File: config.mk
export PLATFORM = sky130hd
export DESIGN_NAME = sevenseg_scan_decoder
export DESIGN_NICKNAME = d
export VERILOG_FILES = /design/src/rtl/sevenseg_pkg.sv /design/src/rtl/sevenseg_stable_filter.sv /design/src/rtl/sevenseg_scan_decoder.sv
export SDC_FILE = /design/constraint.sdc
export NUM_CORES = 1
export LEC_CHECK = 0
export ABC_AREA = 0
export ABC_CLOCK_PERIOD_IN_PS = 3700
export BUFFER_PORTS_ARGS = -buffer_cell sky130_fd_sc_hd__buf_2
export CAP_MARGIN = 15
export CORE_UTILIZATION = 30
export DETAILED_ROUTE_END_ITERATION = 8
export PLACE_DENSITY = 0.57
export SLEW_MARGIN = 0
export SYNTH_ARGS = -nofsm -noshare
export SYNTH_HDL_FRONTEND = slang
export SYNTH_SLANG_ARGS = --single-unit
File: constraint.sdc
create_clock -name clk -period 3.7 [get_ports clk]
set_input_delay 0.185 -clock clk [delete_from_list [all_inputs] [get_ports clk]]
set_output_delay 0.185 -clock clk [all_outputs]
set_load 0.02 [all_outputs]
File: src/rtl/sevenseg_pkg.sv
// ============================================================================
// sevenseg_pkg : shared constants and the segment decoder for the 7-seg monitor
// Rev 1.0
// ============================================================================
`timescale 1ns/1ps
`default_nettype none

package sevenseg_pkg;

  // Active-low segment patterns, bit order gfedcba
  localparam logic [6:0] SEG_0     = 7'b1000000;
  localparam logic [6:0] SEG_1     = 7'b1111001;
  localparam logic [6:0] SEG_2     = 7'b0100100;
  localparam logic [6:0] SEG_3     = 7'b0110000;
  localparam logic [6:0] SEG_4     = 7'b0011001;
  localparam logic [6:0] SEG_5     = 7'b0010010;
  localparam logic [6:0] SEG_6     = 7'b0000010;
  localparam logic [6:0] SEG_7     = 7'b1111000;
  localparam logic [6:0] SEG_8     = 7'b0000000;
  localparam logic [6:0] SEG_9     = 7'b0010000;
  localparam logic [6:0] SEG_BLANK = 7'b1111111;

  localparam logic [3:0] AN_DIG0 = 4'b0111;
  localparam logic [3:0] AN_DIG1 = 4'b1011;
  localparam logic [3:0] AN_DIG2 = 4'b1101;
  localparam logic [3:0] AN_DIG3 = 4'b1110;
  localparam logic [3:0] AN_OFF  = 4'b1111;

  localparam logic [3:0] DIG_BLANK = 4'd15;
  localparam logic [3:0] DIG_ERR   = 4'd14;

  typedef enum logic [1:0] {
    KIND_SLOT = 2'd0,
    KIND_OFF  = 2'd1,
    KIND_BAD  = 2'd2
  } an_kind_e;

  function automatic logic [3:0] seg_decode(input logic [6:0] s);
    logic [3:0] code;
    case (s)
      SEG_0:     code = 4'd0;
      SEG_1:     code = 4'd1;
      SEG_2:     code = 4'd2;
      SEG_3:     code = 4'd3;
      SEG_4:     code = 4'd4;
      SEG_5:     code = 4'd5;
      SEG_6:     code = 4'd6;
      SEG_7:     code = 4'd7;
      SEG_8:     code = 4'd8;
      SEG_9:     code = 4'd9;
      SEG_BLANK: code = DIG_BLANK;
      default:   code = DIG_ERR;
    endcase
    return code;
  endfunction

endpackage

`default_nettype wire

File: src/rtl/sevenseg_stable_filter.sv
// ============================================================================
// sevenseg_stable_filter : 2-flop synchronizer, stability counter, one-shot sample
// Rev 1.0
// ============================================================================
`timescale 1ns/1ps
`default_nettype none

module sevenseg_stable_filter #(
  parameter int WIDTH         = 12,
  parameter int STABLE_CYCLES = 16,
  parameter int CNT_W         = 8
) (
  input  logic             clk,
  input  logic             rst_n,
  input  logic [WIDTH-1:0] din,
  output logic [WIDTH-1:0] dout,
  output logic             strobe
);

  localparam logic [CNT_W-1:0] C_CNT_MAX   = '1;
  localparam logic [CNT_W-1:0] C_STROBE_AT = CNT_W'(STABLE_CYCLES - 1);

  logic [WIDTH-1:0] r_sync1;
  logic [WIDTH-1:0] r_sync2;
  logic [WIDTH-1:0] r_prev;
  logic [WIDTH-1:0] r_sample;
  logic [CNT_W-1:0] r_cnt;
  logic             r_strobe;
  logic [CNT_W-1:0] w_cnt_next;
  logic             w_changed;

  assign w_changed = (r_sync2 != r_prev);

  always_comb begin
    w_cnt_next = r_cnt;
    if (w_changed)
      w_cnt_next = '0;
    else if (r_cnt != C_CNT_MAX)
      w_cnt_next = r_cnt + 1'b1;
  end

  // Sync/prev start at the idle bus level so an idle bus after reset is not a change
  always_ff @(posedge clk or negedge rst_n) begin
    if (!rst_n) begin
      r_sync1  <= '1;
      r_sync2  <= '1;
      r_prev   <= '1;
      r_sample <= '1;
      r_cnt    <= '0;
      r_strobe <= 1'b0;
    end else begin
      r_sync1  <= din;
      r_sync2  <= r_sync1;
      r_prev   <= r_sync2;
      r_cnt    <= w_cnt_next;
      r_strobe <= (w_cnt_next == C_STROBE_AT) && (w_changed || (r_cnt != C_STROBE_AT));
      if (w_cnt_next == C_STROBE_AT)
        r_sample <= r_sync2;
    end
  end

  assign dout   = r_sample;
  assign strobe = r_strobe;

endmodule

`default_nettype wire

File: src/rtl/sevenseg_scan_decoder.sv
// ============================================================================
// sevenseg_scan_decoder : decodes a multiplexed active-low 7-seg bus into frames
// Option: SEVENSEG_DEC_ERRCNT_EN adds a saturating err_count output.  Rev 1.0
// ============================================================================
`timescale 1ns/1ps
`default_nettype none

module sevenseg_scan_decoder
  import sevenseg_pkg::*;
#(
  parameter int STABLE_CYCLES = 16,
  parameter int CNT_W         = 8
) (
  input  logic       clk,
  input  logic       rst_n,
  input  logic [3:0] an,
  input  logic [6:0] seg,
  input  logic       dp,
  output logic [3:0] digit_0,
  output logic [3:0] digit_1,
  output logic [3:0] digit_2,
  output logic [3:0] digit_3,
  output logic [3:0] dp_mask,
  output logic       frame_valid,
  output logic       display_off,
`ifdef SEVENSEG_DEC_ERRCNT_EN
  output logic [7:0] err_count,
`endif
  output logic       err_anode,
  output logic       err_seg
);

  logic [11:0] w_sample;
  logic        w_strobe;
  logic [3:0]  w_an;
  logic [6:0]  w_seg;
  logic        w_dp;
  logic [3:0]  w_code;
  an_kind_e    w_kind;
  logic [1:0]  w_slot;
  logic [3:0]  w_seen_next;
  logic [3:0]  w_dig_next [4];
  logic [3:0]  w_dpm_next;
  logic [3:0]  r_shadow [4];
  logic [3:0]  r_shadow_dp;
  logic [3:0]  r_seen;

  sevenseg_stable_filter #(
    .WIDTH         (12),
    .STABLE_CYCLES (STABLE_CYCLES),
    .CNT_W         (CNT_W)
  ) u_filter (
    .clk    (clk),
    .rst_n  (rst_n),
    .din    ({an, seg, dp}),
    .dout   (w_sample),
    .strobe (w_strobe)
  );

  assign {w_an, w_seg, w_dp} = w_sample;
  assign w_code      = seg_decode(w_seg);
  assign w_seen_next = r_seen | (4'b0001 << w_slot);

  always_comb begin
    w_kind = KIND_BAD;
    w_slot = 2'd0;
    case (w_an)
      AN_DIG0: begin w_kind = KIND_SLOT; w_slot = 2'd0; end
      AN_DIG1: begin w_kind = KIND_SLOT; w_slot = 2'd1; end
      AN_DIG2: begin w_kind = KIND_SLOT; w_slot = 2'd2; end
      AN_DIG3: begin w_kind = KIND_SLOT; w_slot = 2'd3; end
      AN_OFF:  w_kind = KIND_OFF;
      default: w_kind = KIND_BAD;
    endcase
  end

  // Frame contents as they will be once the current sample lands in its shadow
  always_comb begin
    w_dpm_next         = r_shadow_dp;
    w_dpm_next[w_slot] = ~w_dp;
    for (int i = 0; i < 4; i++)
      w_dig_next[i] = (w_slot == 2'(i)) ? w_code : r_shadow[i];
  end

  always_ff @(posedge clk or negedge rst_n) begin
    if (!rst_n) begin
      digit_0     <= DIG_BLANK;
      digit_1     <= DIG_BLANK;
      digit_2     <= DIG_BLANK;
      digit_3     <= DIG_BLANK;
      dp_mask     <= 4'b0000;
      frame_valid <= 1'b0;
      display_off <= 1'b0;
      err_anode   <= 1'b0;
      err_seg     <= 1'b0;
      r_seen      <= 4'b0000;
      r_shadow_dp <= 4'b0000;
      for (int i = 0; i < 4; i++)
        r_shadow[i] <= DIG_BLANK;
    end else begin
      frame_valid <= 1'b0;
      err_anode   <= 1'b0;
      err_seg     <= 1'b0;
      if (w_strobe) begin
        case (w_kind)
          KIND_SLOT: begin
            r_shadow[w_slot]    <= w_code;
            r_shadow_dp[w_slot] <= ~w_dp;
            display_off         <= 1'b0;
            err_seg             <= (w_code == DIG_ERR);
            if (w_seen_next == 4'b1111) begin
              digit_0     <= w_dig_next[0];
              digit_1     <= w_dig_next[1];
              digit_2     <= w_dig_next[2];
              digit_3     <= w_dig_next[3];
              dp_mask     <= w_dpm_next;
              frame_valid <= 1'b1;
              r_seen      <= 4'b0000;
            end else begin
              r_seen <= w_seen_next;
            end
          end
          KIND_OFF: begin
            display_off <= 1'b1;
            r_seen      <= 4'b0000;
          end
          default: err_anode <= 1'b1;
        endcase
      end
    end
  end

`ifdef SEVENSEG_DEC_ERRCNT_EN
  always_ff @(posedge clk or negedge rst_n) begin
    if (!rst_n)
      err_count <= 8'd0;
    else if ((err_anode || err_seg) && (err_count != 8'hFF))
      err_count <= err_count + 8'd1;
  end
`endif

endmodule

`default_nettype wire

==> metrics.md, run 1 <==
| Metric | Value |
|---|---|
| Post-CTS sizing | `0` |
| CP arrival | `2.91 ns` |
| Max_cap viols | `0` |
| Most instantiated cells after synthesis | `dfstp_2 (80), nand2_1 (31), mux2_2 (27)` |
| Worst-Margin Slew | `0.9034 ns` |
| Vias in the first global route | `3075` |
| N_diodes | `0` |
| Nets | `442` |
| Top Family by Delay on Critical Path | `compound AO/OA/AOI/OAI gates` |
| Ratio of cells with drive above 1 in the final layout | `0.4236` |
| Worst vdd ir | `0.0003625 V` |
| Async SR Flop Fraction | `1.000` |
| Router iterations before antenna repair | `4` |
| Syn_area_per_cell | `12.36 sq um` |
| CP max FO | `17` |
| RSZ-0062 raised after global routing | `false` |
| Worst Path Class, Setup | `flop to flop` |
| Clock tree buffer depth | `2` |
| Total track usage | `0.1238` |
| Max incr delay on CP | `0.70 ns` |
| Synth Cell Area | `4721 sq um` |
| Hold path cells | `0` |
| Ys flop type | `dfstp_2` |
| Yosys cell types | `69` |
| Synth Net Count | `397` |
| Root buf cell | `clkbuf_16` |
| Fin Clk Skew | `0.007773 ns` |
| Buffers and inverters on the worst path | `1` |
| Yosys top cell area share | `0.4453` |
| I/O pin count | `38` |
| Largest net degree at the start of global routing | `72` |
| Max Freq | `374.7 MHz` |
| Final min period | `2.669 ns` |
| Worst EP required | `3.94 ns` |
| Synthesized flop and latch total | `105` |
| Starting density of the core | `0.3094` |
| Port bufs | `37` |
| Drt total wl | `9309 um` |
| Levels on crit path | `6` |
| Slew HR | `0.3978` |
| CTS tree | `built` |
| Cts bufs inserted | `9` |
| Worst-path cell chain | `xnor2_1 > a211oi_1 > o21a_1 > nand3_4 > inv_6 > mux2_2` |
| Post-synth EDFFs | `0` |
| Max layer used | `met4` |
| Slew Limit Fails | `0` |
| DRC | `0` |
| Switching share of power | `0.2169` |
| Power Total | `2153 uW` |
| DR WL met3 | `297 um` |
| Met2 WL | `4331 um` |
| Final Cycle Share | `0.7213` |
| Core Area | `15260 sq um` |
| Grt ovf | `0` |
| Clock Power Share | `0.421` |
| Synth area leaders | `dfstp_2 (45%), dfrtp_1 (13%), mux2_2 (6.4%)` |
| Area leader, netlist | `dfstp_2` |
| ANT nets after route | `0` |
| Via count | `3043` |
| Via density | `4.733` |
| Initial antenna violation count | `0` |
| Die height | `127.4 um` |
| Sequential power share | `0.556` |
| Pre-CTS setup slack | `1.045 ns` |
| Worst-path clk slew | `0.07 ns` |
| CP max-delay cell | `dfstp_2` |
| DR iter-0 viols | `182` |
| Die area | `16240 sq um` |
| First-pass GRT wire length | `15530 um` |
| Post-CTS setup buffers | `0` |
| Most numerous cell in the Yosys netlist | `dfstp_2` |
| Post-Route Setup TNS | `0 ns` |
| Post-DP HPWL | `6431 um` |
| Die Wd | `127.4 um` |
| Site Rows | `45` |
| Hold Crit Class | `flop to flop` |
| Sequential fraction of the synthesis area | `0.5778` |
| R2R depth | `6` |
| Worst setup margin | `1.031 ns` |
| Gate power share | `0.023` |
| Power per cell area | `393.8 nW/um^2` |
| Final Hold Vio Count | `0` |
| Hold slack | `0.3557 ns` |
| Pleak | `0.002202 uW` |
| Run status | `finished clean` |
| Wire length per cell | `14.48 um` |
| H-tree depth | `3` |
| Met1 Wirelength | `4439 um` |
| Area grow syn2layout | `15.82%` |
| Worst skew pair latency | `0.35 ns` |
| Sw power | `467.1 uW` |
| Synth warn | `0` |
| # clock sinks | `105` |
| Setup violators final | `0` |
| GPL Wtd Cong | `0.8067` |
| Internal power | `1686 uW` |
| Worst setup SP type | `flop` |
| Crit path capture type | `flop` |
| Post-synthesis cell count | `382` |
-- final timing paths --
path | from | end | slack (ns)
setup / recovery | u_filter.dout[11] | dp_mask[2] | 1.03
max in group asynchronous | rst_n | u_filter.dout[7] | 2.22
setup reg to reg | u_filter.dout[11] | dp_mask[2] | 1.03
hold / removal | u_filter.r_sync1[3] | u_filter.r_sync2[3] | 0.36
hold reg to reg | u_filter.r_sync1[3] | u_filter.r_sync2[3] | 0.36
min in group asynchronous | rst_n | u_filter.r_cnt[0] | 0.48
-- repair_timing --
item | CTS | global route
hold buffers | 13 | 0
hold endpoints to repair | 34 | 0
endpoints found under the setup margin | 0 | 0
-- through the flow --
stage	cells	area, sq um	util
finish	643	5468	0.3583
global route	643	5468	0.3583
global placement	614	5057	0.3314
CTS	643	5468	0.3583
floorplan	382	4721	-
detailed placement	614	5057	0.3314
-- per-layer routing --
| metal | global-route usage | vias up |
|---|---|---|
| li1 | - | 1472 |
| met1 | 0.1564 | 1498 |
| met2 | 0.1964 | 52 |
| met3 | 0.02848 | 21 |
| met4 | 0.06793 | 0 |
| met5 | 0 | - |
-- kinds of logic (layout without fill, tap and decap cells) --
logic type	count (synthesis)	in the layout	synth area share
buffers and inverters	28	78	0.03657
muxes	37	37	0.09197
DFF	105	105	0.5778
xor gates and xnor gates	19	19	0.03525
AOI/OAI and AO/OA	83	83	0.1254
adders and majority gates	2	2	0.004770
and+or+nand+nor	108	108	0.1283
-- cell usage in the layout, fill, tap and decap left out, drive strengths merged, types with 2 or more instances in the layout --
cell / netlist / routed
dfrtp: 25 / 25
xor2: 14 / 14
nor4: 6 / 6
or3: 4 / 4
o211ai: 3 / 3
a211oi: 5 / 5
or4b: 2 / 2
and3: 3 / 3
nand2: 31 / 31
nand4b: 2 / 2
a32oi: 2 / 2
and2: 3 / 3
mux2i: 4 / 4
clkinv: 0 / 3
dfstp: 80 / 80
buf: 15 / 39
a221oi: 2 / 2
o21ai: 24 / 24
mux2: 33 / 33
a2111oi: 2 / 2
nand3: 10 / 10
clkbuf: 3 / 11
inv: 10 / 12
nand4: 2 / 2
o31ai: 6 / 6
xnor2: 5 / 5
nor2: 19 / 19
a31oi: 12 / 12
a221o: 2 / 2
o2111ai: 2 / 2
nor2b: 4 / 4
a21boi: 2 / 2
a21oi: 14 / 14
dlygate4sd3: 0 / 13
nor3: 11 / 11
nand2b: 2 / 2
and4: 2 / 2
-- layout make-up --
| type | instances | area, sq um |
|---|---|---|
| multi-input cells | 249 | 1821 |
| flip-flops and latches | 105 | 2728 |
| well taps | 211 | 264.0 |
| inverters | 10 | 42.54 |
| clock inverters | 5 | 37.54 |
| clock buffers | 11 | 242.7 |
| fillers | 1507 | 9791 |
| repair buffers | 52 | 332.8 |
-- sequential cells by signal, summed over array words and instances (netlist names) --
name	count
digit_0	4
digit_1	4
digit_2	4
digit_3	4
display_off	1
dp_mask	4
err_anode	1
err_seg	1
frame_valid	1
r_seen	4
r_shadow	16
r_shadow_dp	4
u_filter.dout	12
u_filter.r_cnt	8
u_filter.r_prev	12
u_filter.r_sync1	12
u_filter.r_sync2	12
u_filter.strobe	1
-- worst reg2reg max path, stage by stage (launching register included) --
cell and delay (ns):
dfstp_2 0.70, xnor2_1 0.12, a211oi_1 0.47, o21a_1 0.52
nand3_4 0.19, inv_6 0.20, mux2_2 0.36
-- power groups by stage --
stage	Clock [uW]	Combinational, uW	Sequential, uW
CTS	939	51.5	1200
finish	906	49.2	1200
floorplan	0	9.37	1210
global route	980	56.7	1200
detailed placement	0	41.2	1220
global placement	0	40.8	1220
Power figures use the tool's default switching activity.
==> inputs of run 2 (changes only) <==
- ABC_AREA: 0 -> 1
- ABC_CLOCK_PERIOD_IN_PS: 3700 -> 2600
- clock period: 3.7 -> 2.6 ns (I/O delays scaled with it)
==> run 2 against run 1 <==
  * Utilization rose by 0.90 points
  * Fmax rose by 15%
  * Total power rose by 41%
  * Largest power group unchanged
  * Sequential power rose by 43%
  * Cell count rose by 33%
  * Largest cell class unchanged
  * Worst hold slack got worse by 0.0038 ns
  * Die area rose by 2.1%
  * Synthesized cell count rose by 52%
==> metrics.md, run 2 <==
| Metric | Value |
|---|---|
| Final Hold Vio Count | `0 (unchanged)` |
| Post-synthesis compound-gate area fraction | `0.04540 (was 0.1254)` |
| Die height | `128.8 um (was 127.4 um)` |
| M2 GR Usage | `0.2188 (was 0.1964)` |
| H-tree depth | `3 (unchanged)` |
| RSZ-0062 raised after global routing | `false (unchanged)` |
| Worst setup SP type | `flop (unchanged)` |
| Number of flip-flops in the largest register | `16 (unchanged)` |
| Setup violators final | `0 (unchanged)` |
| CP max FO | `29 (was 17)` |
| Max_cap viols | `0 (unchanged)` |
| Clock Power Share | `0.405 (was 0.421)` |
| Most numerous cell in the Yosys netlist | `nand2_1 (was dfstp_2)` |
| Clock tree buffer depth | `2 (unchanged)` |
| Yosys top cell area share | `0.4358 (was 0.4453)` |
| Mux cell area share after synthesis | `0 (was 0.09197)` |
| Slew HR | `0.5197 (was 0.3978)` |
| CP max-delay cell | `dfstp_2 (unchanged)` |
| Slew Limit Fails | `0 (unchanged)` |
| Max incr delay on CP | `0.59 ns (was 0.70 ns)` |
| Initial antenna violation count | `0 (unchanged)` |
| Worst vdd ir | `0.0004952 V (was 0.0003625 V)` |
| Synth Cell Area | `4823 sq um (was 4721 sq um)` |
| Setup crit start | `u_filter.dout[9] (was u_filter.dout[11])` |
| Async SR Flop Fraction | `1.000 (unchanged)` |
| Sw power | `662.2 uW (was 467.1 uW)` |
| Internal power | `2383 uW (was 1686 uW)` |
| Post-Route Setup TNS | `0 ns (unchanged)` |
| Crit path capture type | `flop (unchanged)` |
| CTS tree | `built (unchanged)` |
| Top Family by Delay on Critical Path | `simple AND/OR/NAND/NOR gates (was compound AO/OA/AOI/OAI gates)` |
| Post-DP HPWL | `6891 um (was 6431 um)` |
| Ys flop type | `dfstp_2 (unchanged)` |
| DR iter-0 viols | `181 (was 182)` |
| Met1 usage in global routing | `0.1582 (was 0.1564)` |
| Drt total wl | `9636 um (was 9309 um)` |
| Max Freq | `429.6 MHz (was 374.7 MHz)` |
| Final min period | `2.328 ns (was 2.669 ns)` |
| Root buf cell | `clkbuf_16 (unchanged)` |
| Worst-path cell chain | `nand4_2 > nand3_4 > nor2_4 > nor2_8 > inv_2 > nor2_4 > inv_4 > nor2_1 > nand2_1 > nand2_1 (was xnor2_1 > a211oi_1 > o21a_1 > nand3_4 > inv_6 > mux2_2)` |
| Largest net degree at the start of global routing | `58 (was 72)` |
| Grt ovf | `0 (unchanged)` |
| Post-Synth XOR/XNOR Area | `0.009079 (was 0.03525)` |
| Worst setup margin | `0.2723 ns (was 1.031 ns)` |
| Wire length per cell | `11.30 um (was 14.48 um)` |
| Pleak | `0.002786 uW (was 0.002202 uW)` |
| Post-route cell area | `5667 sq um (was 5468 sq um)` |
| Met3 Use GR | `0.03160 (was 0.02848)` |
| Switching share of power | `0.2175 (was 0.2169)` |
| Area grow syn2layout | `17.48% (was 15.82%)` |
| N_diodes | `0 (unchanged)` |
| Largest family of logic cells by synthesized area | `simple AND/OR/NAND/NOR gates (unchanged)` |
| ANT nets after route | `0 (unchanged)` |
| Worst skew pair latency | `0.34 ns (was 0.35 ns)` |
| Die Wd | `128.8 um (was 127.4 um)` |
| Post-synth EDFFs | `0 (unchanged)` |
| GRT Max-Usage Layer | `met2 (unchanged)` |
| Core Area | `15430 sq um (was 15260 sq um)` |
| Post-CTS setup buffers | `0 (unchanged)` |
| Worst r2r src | `u_filter.dout[9] (was u_filter.dout[11])` |
| CP arrival | `2.61 ns (was 2.91 ns)` |
| Final Cycle Share | `0.8953 (was 0.7213)` |
| Synthesized flop and latch total | `105 (unchanged)` |
| Site Rows | `45 (unchanged)` |
| Ratio of cells with drive above 1 in the final layout | `0.2399 (was 0.4236)` |
| Synth Net Count | `597 (was 397)` |
| Pre-CTS setup slack | `0.09197 ns (was 1.045 ns)` |
| Via density | `4.370 (was 4.733)` |
| Synth Area in Adders | `0.002594 (was 0.004771)` |
| Most instantiated cells after synthesis | `nand2_1 (229), dfstp_2 (80), inv_1 (59) (was dfstp_2 (80), nand2_1 (31), mux2_2 (27))` |
| DRC | `0 (unchanged)` |
| Area leader, netlist | `dfstp_2 (unchanged)` |
| Sequential power share | `0.562 (was 0.556)` |
| Die area | `16590 sq um (was 16240 sq um)` |
| Commonest non-fill, non-tap cell in the layout | `nand2_1 (was dfstp_2)` |
| I/O pin count | `38 (unchanged)` |
| Worst Path Class, Setup | `flop to flop (unchanged)` |
| # clock sinks | `105 (unchanged)` |
| Yosys cell types | `33 (was 69)` |
| Min-Delay Startpoint | `u_filter.r_sync1[11] (was u_filter.r_sync1[3])` |
| Synth warn | `0 (unchanged)` |
| Router iterations before antenna repair | `4 (unchanged)` |
| Vias in the first global route | `3747 (was 3075)` |
| Finished Core Util | `0.3673 (was 0.3583)` |
| Reg with most FFs | `r_shadow (unchanged)` |
| Starting density of the core | `0.3127 (was 0.3094)` |
| Fin Clk Skew | `0.004375 ns (was 0.007773 ns)` |
| Sequential fraction of the synthesis area | `0.5655 (was 0.5778)` |
| Syn_area_per_cell | `8.288 sq um (was 12.36 sq um)` |
| Area of placed instances | `5261 sq um (was 5057 sq um)` |
| Hold Crit Class | `flop to flop (unchanged)` |
| Run status | `finished clean (unchanged)` |
| Port bufs | `37 (unchanged)` |
| Nets | `652 (was 442)` |
| Post-synthesis simple-gate area fraction | `0.3167 (was 0.1283)` |
| Via count | `3728 (was 3043)` |
| Synth area leaders | `dfstp_2 (44%), nand2_1 (18%), dfrtp_1 (13%) (was dfstp_2 (45%), dfrtp_1 (13%), mux2_2 (6.4%))` |
| Post-synthesis cell count | `582 (was 382)` |
| Commonest cells after routing, fill and taps aside | `nand2_1 (229), dfstp_2 (80), inv_1 (59), nor2_1 (55), nand3_1 (45) (was dfstp_2 (80), buf_2 (36), nand2_1 (31), mux2_2 (27), dfrtp_1 (25))` |
| Gate power share | `0.033 (was 0.023)` |
| GPL Wtd Cong | `0.8591 (was 0.8067)` |
| Buffers and inverters on the worst path | `2 (was 1)` |
| Worst EP required | `2.89 ns (was 3.94 ns)` |
| Cts bufs inserted | `9 (unchanged)` |
| Total track usage | `0.1269 (was 0.1238)` |
| First-pass GRT wire length | `16850 um (was 15530 um)` |
| Worst-path clk slew | `0.07 ns (about the same)` |
| Worst-Margin Slew | `0.7204 ns (was 0.9034 ns)` |
| Power per cell area | `537.4 nW/um^2 (was 393.8 nW/um^2)` |
==> run 2: changes by cell type after synthesis, sizes merged, moves of 5 or more <==
cell    change
a31oi      -10
nand3      +38
nor4        -6
xor2       -12
o31ai       -6
buf         -7
nand2     +199
mux2       -33
nand4       +5
nor2       +43
a211oi      -5
inv        +53
a21oi      -12
==> run 2: worst register-to-register path, stage by stage (launching register included) <==
cell and delay (ns):
dfstp_2 0.59, nand4_2 0.28, nand3_4 0.27, nor2_4 0.07, nor2_8 0.15, inv_2 0.14
nor2_4 0.30, inv_4 0.19, nor2_1 0.14, nand2_1 0.09, nand2_1 0.07
==> run 2: what timing repair did <==
item,CTS,global route
resized for setup,0,3
hold buffers,13,0
endpoints found under the hold margin,36,0
setup endpoints to repair,0,21
==> run 2: final cells by class <==
type                       instances  area, sq um
multi-input combinational        404         1805
clock inverter                     6        41.29
sequential                       105         2728
timing repair buffer              54        360.3
clock buffer                      10        229.0
fill                            1604         9761
tap                              211        264.0
inverter                          63        239.0
==> run 2: cell families (layout without fill, tap and decap cells) <==
logic type      Yosys count  after routing
simple gates            360            360
flops                   105            105
buf+inv                  73            133
compound gates           38             38
xor+xnor                  5              5
fa+ha+maj                 1              1
==> run 2: power groups by stage <==
stage | sequential [uW] | combinational, uW | clock [uW]
floorplan | 1730 | 37.0 | 0
global placement | 1730 | 87.1 | 0
global route | 1710 | 119 | 1350
detailed placement | 1740 | 89.6 | 0
finish | 1710 | 102 | 1230
CTS | 1710 | 105 | 1290
==> run 2: final timing paths <==
kind                       slack, ns  depth (start not counted)                   end
min in group asynchronous       0.39                          2            dp_mask[0]
setup / recovery                0.27                         10            digit_2[3]
hold reg to reg                 0.35                          0  u_filter.r_sync2[11]
max in group asynchronous       1.44                          3   u_filter.r_sync1[2]
setup reg to reg                0.27                         10            digit_2[3]
hold / removal                  0.35                          0  u_filter.r_sync2[11]
==> run 2: per-stage QoR <==
step           std cells  hold slack, ns  power (uW)
4_1_cts              853          0.3564        3102
6_report             853          0.3519        3045
3_5_place_dp         824          0.2361        1826
2_1_floorplan        582         -0.1656        1767
3_3_place_gp         824          0.2347        1822
5_1_grt              853          0.3585        3181
==> run 2: routing by layer <==
metal,vias to the layer above,share of wire
met1,1730,0.48
met4,0,0.012
met2,62,0.48
met3,13,0.024
met5,-,0
li1,1923,-
